--- src/rtl/display_mux_ctrl_if.sv ---
// Digit/handshake bundle between the keypad history logic, the scheduler and the mux/decoder path.
interface display_mux_ctrl_if;
    logic [3:0] digit0_in;
    logic [3:0] digit1_in;
    logic       load;
    logic       blank_req;
    logic [3:0] d0;
    logic [3:0] d1;
    logic       select;
    logic [1:0] anode;
    logic       frame_tick;

    modport master (
        output digit0_in, digit1_in, load, blank_req,
        input  d0, d1, select, anode, frame_tick
    );

    modport slave (
        input  digit0_in, digit1_in, load, blank_req,
        output d0, d1, select, anode, frame_tick
    );
endinterface

--- src/rtl/display_mux_ctrl.sv ---
// Two-digit seven-segment time-multiplex scheduler with blanking dead-time
// and frame-synchronous double-buffered digit values.
module display_mux_ctrl #(
    parameter int DIGIT_CYCLES = 20000,
    parameter int BLANK_CYCLES = 200
) (
    input  logic               clk,
    input  logic               reset,
    display_mux_ctrl_if.slave  bus
);
    localparam int MAXC  = (DIGIT_CYCLES > BLANK_CYCLES) ? DIGIT_CYCLES : BLANK_CYCLES;
    localparam int CNT_W = (MAXC > 1) ? $clog2(MAXC) : 1;

    localparam logic [1:0] SHOW0  = 2'd0;
    localparam logic [1:0] BLANK0 = 2'd1;
    localparam logic [1:0] SHOW1  = 2'd2;
    localparam logic [1:0] BLANK1 = 2'd3;

    localparam logic [CNT_W-1:0] DIG_LAST = CNT_W'(DIGIT_CYCLES - 1);
    localparam logic [CNT_W-1:0] BLK_LAST = CNT_W'(BLANK_CYCLES - 1);

    logic [1:0]       state;
    logic [CNT_W-1:0] cnt;
    logic [3:0]       stage0, stage1;
    logic [3:0]       d0_r, d1_r;
    logic             pending;
    logic             ft_r;
    logic             last;
    logic             boundary;

    always_comb begin
        last = 1'b0;
        if (state == SHOW0 || state == SHOW1)
            last = (cnt == DIG_LAST);
        else
            last = (cnt == BLK_LAST);
        boundary = (state == BLANK1) && last;
    end

    // State order is encoded so that advancing by one walks the frame and wraps to SHOW0.
    always_ff @(posedge clk) begin
        if (reset) begin
            state   <= BLANK1;
            cnt     <= '0;
            ft_r    <= 1'b0;
            d0_r    <= 4'd0;
            d1_r    <= 4'd0;
            stage0  <= 4'd0;
            stage1  <= 4'd0;
            pending <= 1'b0;
        end else begin
            if (last) begin
                state <= state + 2'd1;
                cnt   <= '0;
            end else begin
                cnt <= cnt + 1'b1;
            end
            ft_r <= boundary;

            if (bus.load) begin
                stage0 <= bus.digit0_in;
                stage1 <= bus.digit1_in;
            end

            // A load landing on the boundary edge bypasses the stage registers.
            if (boundary) begin
                if (bus.load) begin
                    d0_r <= bus.digit0_in;
                    d1_r <= bus.digit1_in;
                end else if (pending) begin
                    d0_r <= stage0;
                    d1_r <= stage1;
                end
                pending <= 1'b0;
            end else if (bus.load) begin
                pending <= 1'b1;
            end
        end
    end

    always_comb begin
        bus.anode = 2'b11;
        case (state)
            SHOW0:   bus.anode = 2'b10;
            SHOW1:   bus.anode = 2'b01;
            default: bus.anode = 2'b11;
        endcase
        if (bus.blank_req)
            bus.anode = 2'b11;
    end

    assign bus.select     = (state == BLANK0) || (state == SHOW1);
    assign bus.d0         = d0_r;
    assign bus.d1         = d1_r;
    assign bus.frame_tick = ft_r;
endmodule
--- src/flat_wrapper.sv ---
// flat-port wrapper written by rule: the top's interface ports become plain ports
module display_mux_ctrl_flat 
#(
    parameter int DIGIT_CYCLES = 20000,
    parameter int BLANK_CYCLES = 200
)
  (clk, reset, bus_digit0_in, bus_digit1_in, bus_load, bus_blank_req, bus_d0, bus_d1, bus_select, bus_anode, bus_frame_tick);
  display_mux_ctrl_if bus_i ();
  input  logic clk;
  input  logic reset;
  input wire logic [$bits(bus_i.digit0_in)-1:0] bus_digit0_in;
  input wire logic [$bits(bus_i.digit1_in)-1:0] bus_digit1_in;
  input wire logic [$bits(bus_i.load)-1:0] bus_load;
  input wire logic [$bits(bus_i.blank_req)-1:0] bus_blank_req;
  output wire logic [$bits(bus_i.d0)-1:0] bus_d0;
  output wire logic [$bits(bus_i.d1)-1:0] bus_d1;
  output wire logic [$bits(bus_i.select)-1:0] bus_select;
  output wire logic [$bits(bus_i.anode)-1:0] bus_anode;
  output wire logic [$bits(bus_i.frame_tick)-1:0] bus_frame_tick;
  assign bus_i.digit0_in = bus_digit0_in;
  assign bus_i.digit1_in = bus_digit1_in;
  assign bus_i.load = bus_load;
  assign bus_i.blank_req = bus_blank_req;
  assign bus_d0 = bus_i.d0;
  assign bus_d1 = bus_i.d1;
  assign bus_select = bus_i.select;
  assign bus_anode = bus_i.anode;
  assign bus_frame_tick = bus_i.frame_tick;
  display_mux_ctrl #(.DIGIT_CYCLES(DIGIT_CYCLES), .BLANK_CYCLES(BLANK_CYCLES)) u_core (.clk(clk), .reset(reset), .bus(bus_i));
endmodule
--- config.mk ---
export PLATFORM = sky130hd
export DESIGN_NAME = display_mux_ctrl_flat
export DESIGN_NICKNAME = d
export VERILOG_FILES = /design/src/rtl/display_mux_ctrl_if.sv /design/src/rtl/display_mux_ctrl.sv /design/src/flat_wrapper.sv
export SDC_FILE = /design/constraint.sdc
export NUM_CORES = 1
export LEC_CHECK = 0
export BUFFER_PORTS_ARGS = -buffer_cell sky130_fd_sc_hd__buf_2
export CORE_MARGIN = 2
export CORE_UTILIZATION = 50
export CTS_BUF_LIST = sky130_fd_sc_hd__clkbuf_4 sky130_fd_sc_hd__clkbuf_8 sky130_fd_sc_hd__clkbuf_16
export CTS_CLUSTER_SIZE = 24
export DETAILED_ROUTE_END_ITERATION = 6
export PLACE_DENSITY = 0.82
export SETUP_SLACK_MARGIN = 0.4
export SLEW_MARGIN = 0
export SYNTH_ARGS = -nofsm -noshare
export SYNTH_HDL_FRONTEND = slang
export SYNTH_SLANG_ARGS = --single-unit
export TNS_END_PERCENT = 5
--- constraint.sdc ---
create_clock -name clk -period 2.05 [get_ports clk]
set_input_delay 0.1025 -clock clk [delete_from_list [all_inputs] [get_ports clk]]
set_output_delay 0.1025 -clock clk [all_outputs]
set_load 0.1 [all_outputs]
After elaboration in Yosys (flattened, before gate mapping)

Cells that the tools add are included.
Widths: inputs -> output; s select.

Flip-flop bits (word level): 35
Latch bits: 0
RAM bits: 0
ROM bits: 0
Logic and storage cells: 30
Memories kept: 0

$add $sub $neg: 2
Multiply operators: 0
Div/mod/pow operators: 0
Order comparisons: 0
Equality and inequality tests: 5
Shift-type cells: 0
Mux-type cells: 7
Bitwise logic cells: 0
Reduce and logical (&&, ||, !) cells: 8

Operator list:

| kind                  | count |
|---|---|
| $mux 4                | 4 |
| $add 15x1->15 const B | 1 |
| $eq 15x15->1 const B  | 1 |
| $eq 15x8->1 const B   | 1 |
| $eq 2x2->1 const B    | 2 |
| $pmux 2 s2            | 1 |
| $reduce_or 2->1       | 2 |
| $add 2x1->2 const B   | 1 |
| $eq 2x1->1 const B    | 1 |
| $logic_not 2->1       | 1 |
| $logic_or 1x1->1      | 2 |
| $mux 2                | 1 |
| $reduce_and 2->1      | 1 |
| $reduce_bool 2->1     | 1 |
| $logic_and 1x1->1     | 1 |
| $mux 1                | 1 |

Depth between registers and ports, before layout

Gate-level depths: netlist of run 1.

Depth in word-level cells: 5
Depth in mapped cells: 7
Gate-level depth less buffers: 5

Worst setup path before layout of run 1

Ideal clock, no wire load.

Path type: reg2reg
Start point: reg u_core.cnt[3]
End point: reg u_core.d0_r[0] (netlist: u_core.bus.d0[0])
Setup time: 0.121 ns
Data arrival time: 1.788 ns
Path slack: 0.141 ns
Cell stages (with the launch flop): 6
Buffers on the path: 1
Period minus slack after synthesis: 1.909 ns
Cell sequence: dfxtp_1 > buf_6 > or4_4 > nor4_4 > o22ai_4 > mux2_4

Word-level cells in the longest chain between the ends: 4
Elaborated cells between the ends (all ways): 5

RTL lines:

| what                                               | line                                           | text |
|---|---|---|
| start: declaration                                 | display_mux_ctrl.sv:23                         | `logic [CNT_W-1:0] cnt;` |
| start signal: assignment                           | display_mux_ctrl.sv:56                         | `cnt <= cnt + 1'b1;` |
| $eq 15x8->1 / $eq 15x15->1 (equally long branches) | display_mux_ctrl.sv:36, display_mux_ctrl.sv:34 |  |
| $mux 1 (*)                                         | display_mux_ctrl.sv:33                         | `if (state == SHOW0 \|\| state == SHOW1)` |
| $logic_and 1x1->1 (*)                              | display_mux_ctrl.sv:37                         | `boundary = (state == BLANK1) && last;` |
| $reduce_and 2->1 (no source line) (*)              | -                                              |  |
| end signal: assignment                             | display_mux_ctrl.sv:68                         | `d0_r <= bus.digit0_in;` |
| end signal: assignment                             | display_mux_ctrl.sv:71                         | `d0_r <= stage0;` |
| end: declaration                                   | display_mux_ctrl.sv:25                         | `logic [3:0] d0_r, d1_r;` |

Every way passes the cells marked *; elsewhere a longest branch is shown, timed or not.
A chain may end at the register's enable or synchronous reset.

Final worst setup path of run 1

Start point: reg u_core.cnt[5]
End point: reg u_core.d0_r[3] (netlist: u_core.bus.d0[3])

Same word-level chain as after synthesis.

==> results.sh, run 1 <==
export IMPL_seq_area_frac_synth_pct=42.5
export IMPL_nNetsFinal=207
export IMPL_rows=20
export IMPL_fin_skew_ps=10.2
export IMPL_r2r_slack_ps=160
export IMPL_area_delta_synth_final_pct=14.2
export IMPL_start_util_pct=53.1
export IMPL_synth_top_area_share_pct=42.5
export IMPL_numCtsBuffers=5
export IMPL_clk_pin_slew_ps=110
export IMPL_grt_use_total_pct=19.4
export IMPL_die_h_um=61.4
export IMPL_grt_pass1_wl_mm=5.33
export IMPL_cts_sinks=35
export IMPL_vias=1295
export IMPL_r2r_cells=4
export IMPL_setup_violations=0
export IMPL_cts_root_buffer="clkbuf_4"
export IMPL_ys_flop_type="dfxtp_1"
export IMPL_cp_required_ps=2290
export IMPL_syn_nets=181
export IMPL_postRouteAntennaNets=0
export IMPL_antenna_found_initial=0
export IMPL_crit_type="register to register"
export IMPL_leakage_nw=0.754
export IMPL_synth_cell_types=35
export IMPL_relSlewSlack_pct=59.3
export IMPL_synth_edf_count=0
export IMPL_crit_path_end_kind="register"
export IMPL_finalHoldWorstSlack_ps=32.1
export IMPL_final_core_util_pct=60.6
export IMPL_avgSynthCellArea_sq_um=9.99
export IMPL_fill_cells=270
export IMPL_tns_ps=0
export IMPL_worstMarginPinSlew_ps=611
export IMPL_core_sq_um=3100
export IMPL_synth_top_area_cell="dfxtp_1"
export IMPL_die_area_sq_um=3770
export IMPL_yosys_top_cells_area="dfxtp_1 (43%), mux2_4 (7.3%), xnor2_1 (5.8%), mux2i_1 (5.5%), nor3_1 (5.5%)"
export IMPL_drv_slew=0
export IMPL_drt_pass1_iterations=4
export IMPL_finalCritPeriodShare_pct=92.4
export IMPL_wl_per_cell_um=14.1
export IMPL_place_area_sq_um=1810
export IMPL_peakVddDrop_mv=0.368
export IMPL_start_kind="register"
export IMPL_die_width_um=61.4
export IMPL_drive_above_1_share_pct=28.1
export IMPL_path_max_fanout=8
export IMPL_drt_initial_drc_count=57
export IMPL_yosysWarnings=0
export IMPL_stdcell_count=236
export IMPL_ys_seq_elements=35
export IMPL_grt_max_degree=37
export IMPL_clock_latency_ps=350
export IMPL_worstPathArrival_ps=2130
export IMPL_viasPerCell=5.49
export IMPL_min_path_type="input pin to register"
export IMPL_drc=0
export IMPL_ios=24
export IMPL_h_tree_depth=2
export IMPL_hpwl_mm=2.36
export IMPL_syn_area_sq_um=1650
export IMPL_grt_pass1_vias=1221
export IMPL_cellPowerDensity_nw_per_um2=614
export IMPL_overflow=0
export IMPL_status="finished, final reports clean"
export IMPL_synth_async_reset_ratio_pct=0
export IMPL_hold_violations=0
export IMPL_diodes=0
export IMPL_min_period_ps=1890
export IMPL_min_path_cells=3
export IMPL_multi_input_area_sq_um=898
export IMPL_io_buffers=23
export IMPL_grt_setup_unrepaired="true"
export IMPL_gp_congestion=0.888
export IMPL_clockBufferDepth=2
export IMPL_fin_area_sq_um=1880
export IMPL_cap_violations=0
export IMPL_final_seq_area_sq_um=703
export IMPL_dp_cells=227
export IMPL_syn_inst=165
export IMPL_max_freq_ghz=0.528
export IMPL_cts_tree="built"
export IMPL_detail_route_wirelength_mm=3.34
[logic make-up (layout without fill, tap and decap cells)]
logic type                 Yosys count  after routing  synth area share, %
and+or+nand+nor                     77             77                 27.9
DFF                                 35             35                 42.5
muxes                               17             17                 12.8
buffers and inverters               14             41                 3.95
xor gates and xnor gates            12             12                 6.38
AOI/OAI and AO/OA                    6              6                 3.42
adders and majority gates            4              4                 3.04
[final timing paths]
check	start	endpoint
worst max register to register	u_core.cnt[5]$_SDFF_PP0_	u_core.bus.d0[3]$_SDFFE_PP0P_
worst min-delay path	bus_digit1_in[3]	u_core.stage1[3]$_SDFFE_PP0P_
worst min register to register	u_core.cnt[0]$_SDFF_PP0_	u_core.cnt[0]$_SDFF_PP0_
worst max-delay path	u_core.cnt[5]$_SDFF_PP0_	u_core.bus.d0[3]$_SDFFE_PP0P_
[timing repair]
action	4_1_cts	5_1_grt
setup buffers	1	0
hold buffers	0	0
gates resized for setup	1	1
endpoints found under the hold margin	0	0
setup endpoints to repair	27	28
pin swaps	1	0
[final cells by class]
cell class	instances	share of cell area, %
clock buffer	7	2.79
inverter	6	1.20
tap	44	2.93
sequential	35	37.4
clock inverter	1	0.266
multi-input combinational	116	47.7
timing repair buffer	27	7.71
[flip-flops by register name, indices dropped and copies added (netlist names)]
register / flops
u_core.stage1: 4
u_core.pending: 1
u_core.stage0: 4
u_core.bus.d0: 4
u_core.cnt: 15
u_core.state: 2
u_core.bus.d1: 4
u_core.bus.frame_tick: 1
[synthesized netlist by cell type (all sizes together), types with 3 or more instances]
cell type / number
nand4: 3
ha: 4
xnor2: 11
dfxtp: 35
nand3: 5
nor3: 18
mux2i: 9
nor4: 8
nand2: 4
clkbuf: 4
or3: 3
nor2b: 8
buf: 4
inv: 6
mux2: 8
nor2: 16
[power by group]
part / internal, mW / switching, mW
Clock: 0.160 / 0.232
Combinational: 0.0254 / 0.0325
Sequential: 0.695 / 0.00937
Total: 0.881 / 0.274
[cell usage in the layout (no fill, tap or decap), drive strengths merged, types with 7 or more instances in the layout]
cell,Yosys,layout
buf,4,27
clkbuf,4,7
dfxtp,35,35
mux2,8,8
mux2i,9,9
nor2,16,16
nor2b,8,8
nor3,18,18
nor4,8,8
xnor2,11,11
[worst max-delay path, cell delays in order (launching register included)]
cell	delay, ps
dfxtp_1	370
or4b_4	540
nor4_4	350
o22ai_4	200
mux2_4	330
[per-layer routing]
| layer | vias up | track usage [%] | part of all wire [%] |
|---|---|---|---|
| met4 | 0 | 8.51 | 2.5 |
| li1 | 633 | - | - |
| met1 | 624 | 23.9 | 46 |
| met5 | - | 0 | 0 |
| met2 | 27 | 30.2 | 47 |
| met3 | 11 | 7.56 | 4.2 |
[through the flow]
stage          total power, mW  setup slack [ps]
2_1_floorplan            0.757               230
3_3_place_gp             0.771               193
3_5_place_dp             0.777              73.7
4_1_cts                   1.16               151
5_1_grt                   1.20              66.1
6_report                  1.15               156
No activity file was read; power rests on OpenSTA's default activity.
==> inputs of run 2 (changes only) <==
--- a/config.mk
+++ b/config.mk
@@ -11,6 +11,7 @@
 export CTS_BUF_LIST = sky130_fd_sc_hd__clkbuf_4 sky130_fd_sc_hd__clkbuf_8 sky130_fd_sc_hd__clkbuf_16
 export CTS_CLUSTER_SIZE = 24
 export DETAILED_ROUTE_END_ITERATION = 6
+export HOLD_SLACK_MARGIN = 0.12
 export PLACE_DENSITY = 0.82
 export SETUP_SLACK_MARGIN = 0.4
 export SLEW_MARGIN = 0
==> run 2 against run 1 <==
Compared with the run above: non-clock buffer count is 8 higher; design area is 4.3% higher; core utilization is 2.6 points higher; critical endpoint unchanged; highest routed layer unchanged.
==> results.sh, run 2 (synthesis results as in run 1) <==
export IMPL_fill_cells=256
export IMPL_start_kind="register"
export IMPL_worstPathArrival_ps=2140
export IMPL_path_max_fanout=8
export IMPL_r2r_cells=4
export IMPL_cts_tree="built"
export IMPL_detail_route_wirelength_mm=3.49
export IMPL_tns_ps=0
export IMPL_setup_violations=0
export IMPL_gp_congestion=0.888
export IMPL_switching_share_pct=23.5
export IMPL_min_path_type="input pin to register"
export IMPL_final_cell_mix="dfxtp_1 (33), buf_2 (23), nor3_1 (18)"
export IMPL_clockBufferDepth=2
export IMPL_cp_required_ps=2290
export IMPL_wl_per_cell_um=14.3
export IMPL_drt_initial_drc_count=61
export IMPL_dp_cells=227
export IMPL_die_h_um=61.4
export IMPL_cts_sinks=35
export IMPL_pwr_share_comb_pct=6.1
export IMPL_h_tree_depth=2
export IMPL_crit_end="u_core.bus.d0[3]$_SDFFE_PP0P_"
export IMPL_io_buffers=23
export IMPL_core_sq_um=3100
export IMPL_numCtsBuffers=5
export IMPL_hold_violations=0
export IMPL_crit_path_end_kind="register"
export IMPL_intPower_mw=0.891
export IMPL_power_mw=1.16
export IMPL_largest_reg_flops=15
export IMPL_die_area_sq_um=3770
export IMPL_drc=0
export IMPL_area_delta_synth_final_pct=19.1
export IMPL_cts_root_buffer="clkbuf_4"
export IMPL_relSlewSlack_pct=60.7
export IMPL_start_util_pct=53.1
export IMPL_diodes=0
export IMPL_leakage_nw=0.788
export IMPL_drt_pass1_iterations=4
export IMPL_clock_latency_ps=340
export IMPL_grt_use_total_pct=20.4
export IMPL_r2r_slack_ps=140
export IMPL_p_sw_mw=0.274
export IMPL_cellPowerDensity_nw_per_um2=593
export IMPL_nNetsFinal=215
export IMPL_seq_power_share_pct=60.6
export IMPL_multi_input_area_sq_um=898
export IMPL_drv_slew=0
export IMPL_fin_skew_ps=9.11
export IMPL_mostFrequentLayoutCell="dfxtp_1"
export IMPL_crit_start="u_core.state[0]$_SDFFE_PP1P_"
export IMPL_finalCritPeriodShare_pct=93.0
export IMPL_drive_above_1_share_pct=27.0
export IMPL_grt_pass1_vias=1259
export IMPL_postRouteAntennaNets=0
export IMPL_ios=24
export IMPL_largest_register="u_core.cnt"
export IMPL_antenna_found_initial=0
export IMPL_stdcell_count=244
export IMPL_finalHoldWorstSlack_ps=253
export IMPL_vias=1332
export IMPL_worstMarginPinSlew_ps=590
export IMPL_viasPerCell=5.46
export IMPL_hpwl_mm=2.36
export IMPL_die_width_um=61.4
export IMPL_grt_max_degree=37
export IMPL_grt_pass1_wl_mm=5.55
export IMPL_rows=20
export IMPL_overflow=0
export IMPL_grt_setup_unrepaired="true"
export IMPL_crit_type="register to register"
export IMPL_status="finished, final reports clean"
export IMPL_min_period_ps=1910
export IMPL_clkPwrFrac_pct=33.3
export IMPL_peakVddDrop_mv=0.404
export IMPL_r2r_end="u_core.bus.d0[3]$_SDFFE_PP0P_"
export IMPL_regToRegStartpoint="u_core.state[0]$_SDFFE_PP1P_"
export IMPL_final_seq_area_sq_um=703
export IMPL_cap_violations=0
export IMPL_max_freq_ghz=0.525
export IMPL_clk_pin_slew_ps=110
==> run 2: cell count changes in the layout (fill, tap and decap cells not counted), sizes merged <==
cell         change
dlygate4sd3      +8
==> run 2: timing repair <==
item / in CTS / in global routing
hold buffers: 8 / 0
pin swaps: 1 / 0
gates resized for setup: 1 / 1
gates cloned: 0 / 0
endpoints found under the setup margin: 27 / 28
hold endpoints to repair: 8 / 0
setup buffers: 1 / 0
==> run 2: routing by layer <==
metal	vias to the layer above	track usage [%]	routed length, um
li1	650	-	-
met1	631	24.8	1520
met2	44	32.8	1730
met3	7	7.56	185
met4	0	7.90	59
met5	-	0	0
==> run 2: how the worst min path moves through the flow <==
stage | from | to | slack (ps) | cells past startpoint
2_1_floorplan | bus_digit0_in[0] | u_core.stage0[0]$_SDFFE_PP0P_ | 290 | 2
5_1_grt | bus_load | u_core.pending$_SDFFE_PP0P_ | 250 | 3
3_3_place_gp | bus_digit0_in[2] | u_core.stage0[2]$_SDFFE_PP0P_ | 380 | 3
4_1_cts | bus_load | u_core.pending$_SDFFE_PP0P_ | 200 | 3
3_5_place_dp | bus_digit0_in[1] | u_core.stage0[1]$_SDFFE_PP0P_ | 400 | 3
6_report | reset | u_core.cnt[2]$_SDFF_PP0_ | 250 | 2
==> run 2: layout make-up <==
| type | count | area share, % |
|---|---|---|
| multi-input cells | 116 | 45.8 |
| well taps | 44 | 2.81 |
| flip-flops and latches | 35 | 35.8 |
| clock inverters | 1 | 0.255 |
| clock buffers | 7 | 2.68 |
| inverters | 6 | 1.15 |
| repair buffers | 35 | 11.5 |
==> run 2: through the flow <==
| stage | instance area (sq um) | util, % | worst slack [ps] |
|---|---|---|---|
| after detailed placement | 1810 | 58.3 | 73.7 |
| after global placement | 1810 | 58.3 | 193 |
| after CTS | 1960 | 63.0 | 151 |
| after global routing | 1960 | 63.2 | 66.1 |
| after floorplan | 1660 | - | 230 |
| final | 1960 | 63.2 | 144 |
==> run 2: critical path: stages (launching register included) <==
cell and delay, ps:
dfxtp_2 420, or4b_4 490, nor4_4 350, o22ai_4 200, mux2_4 330
==> run 2: power groups by stage <==
stage               clock (mW)  sequential (mW)  combinational (mW)
floorplan                    0            0.717              0.0403
global placement             0            0.718              0.0524
detailed placement           0            0.720              0.0564
CTS                      0.398            0.705              0.0691
global route             0.426            0.707              0.0776
finish                   0.388            0.705              0.0708
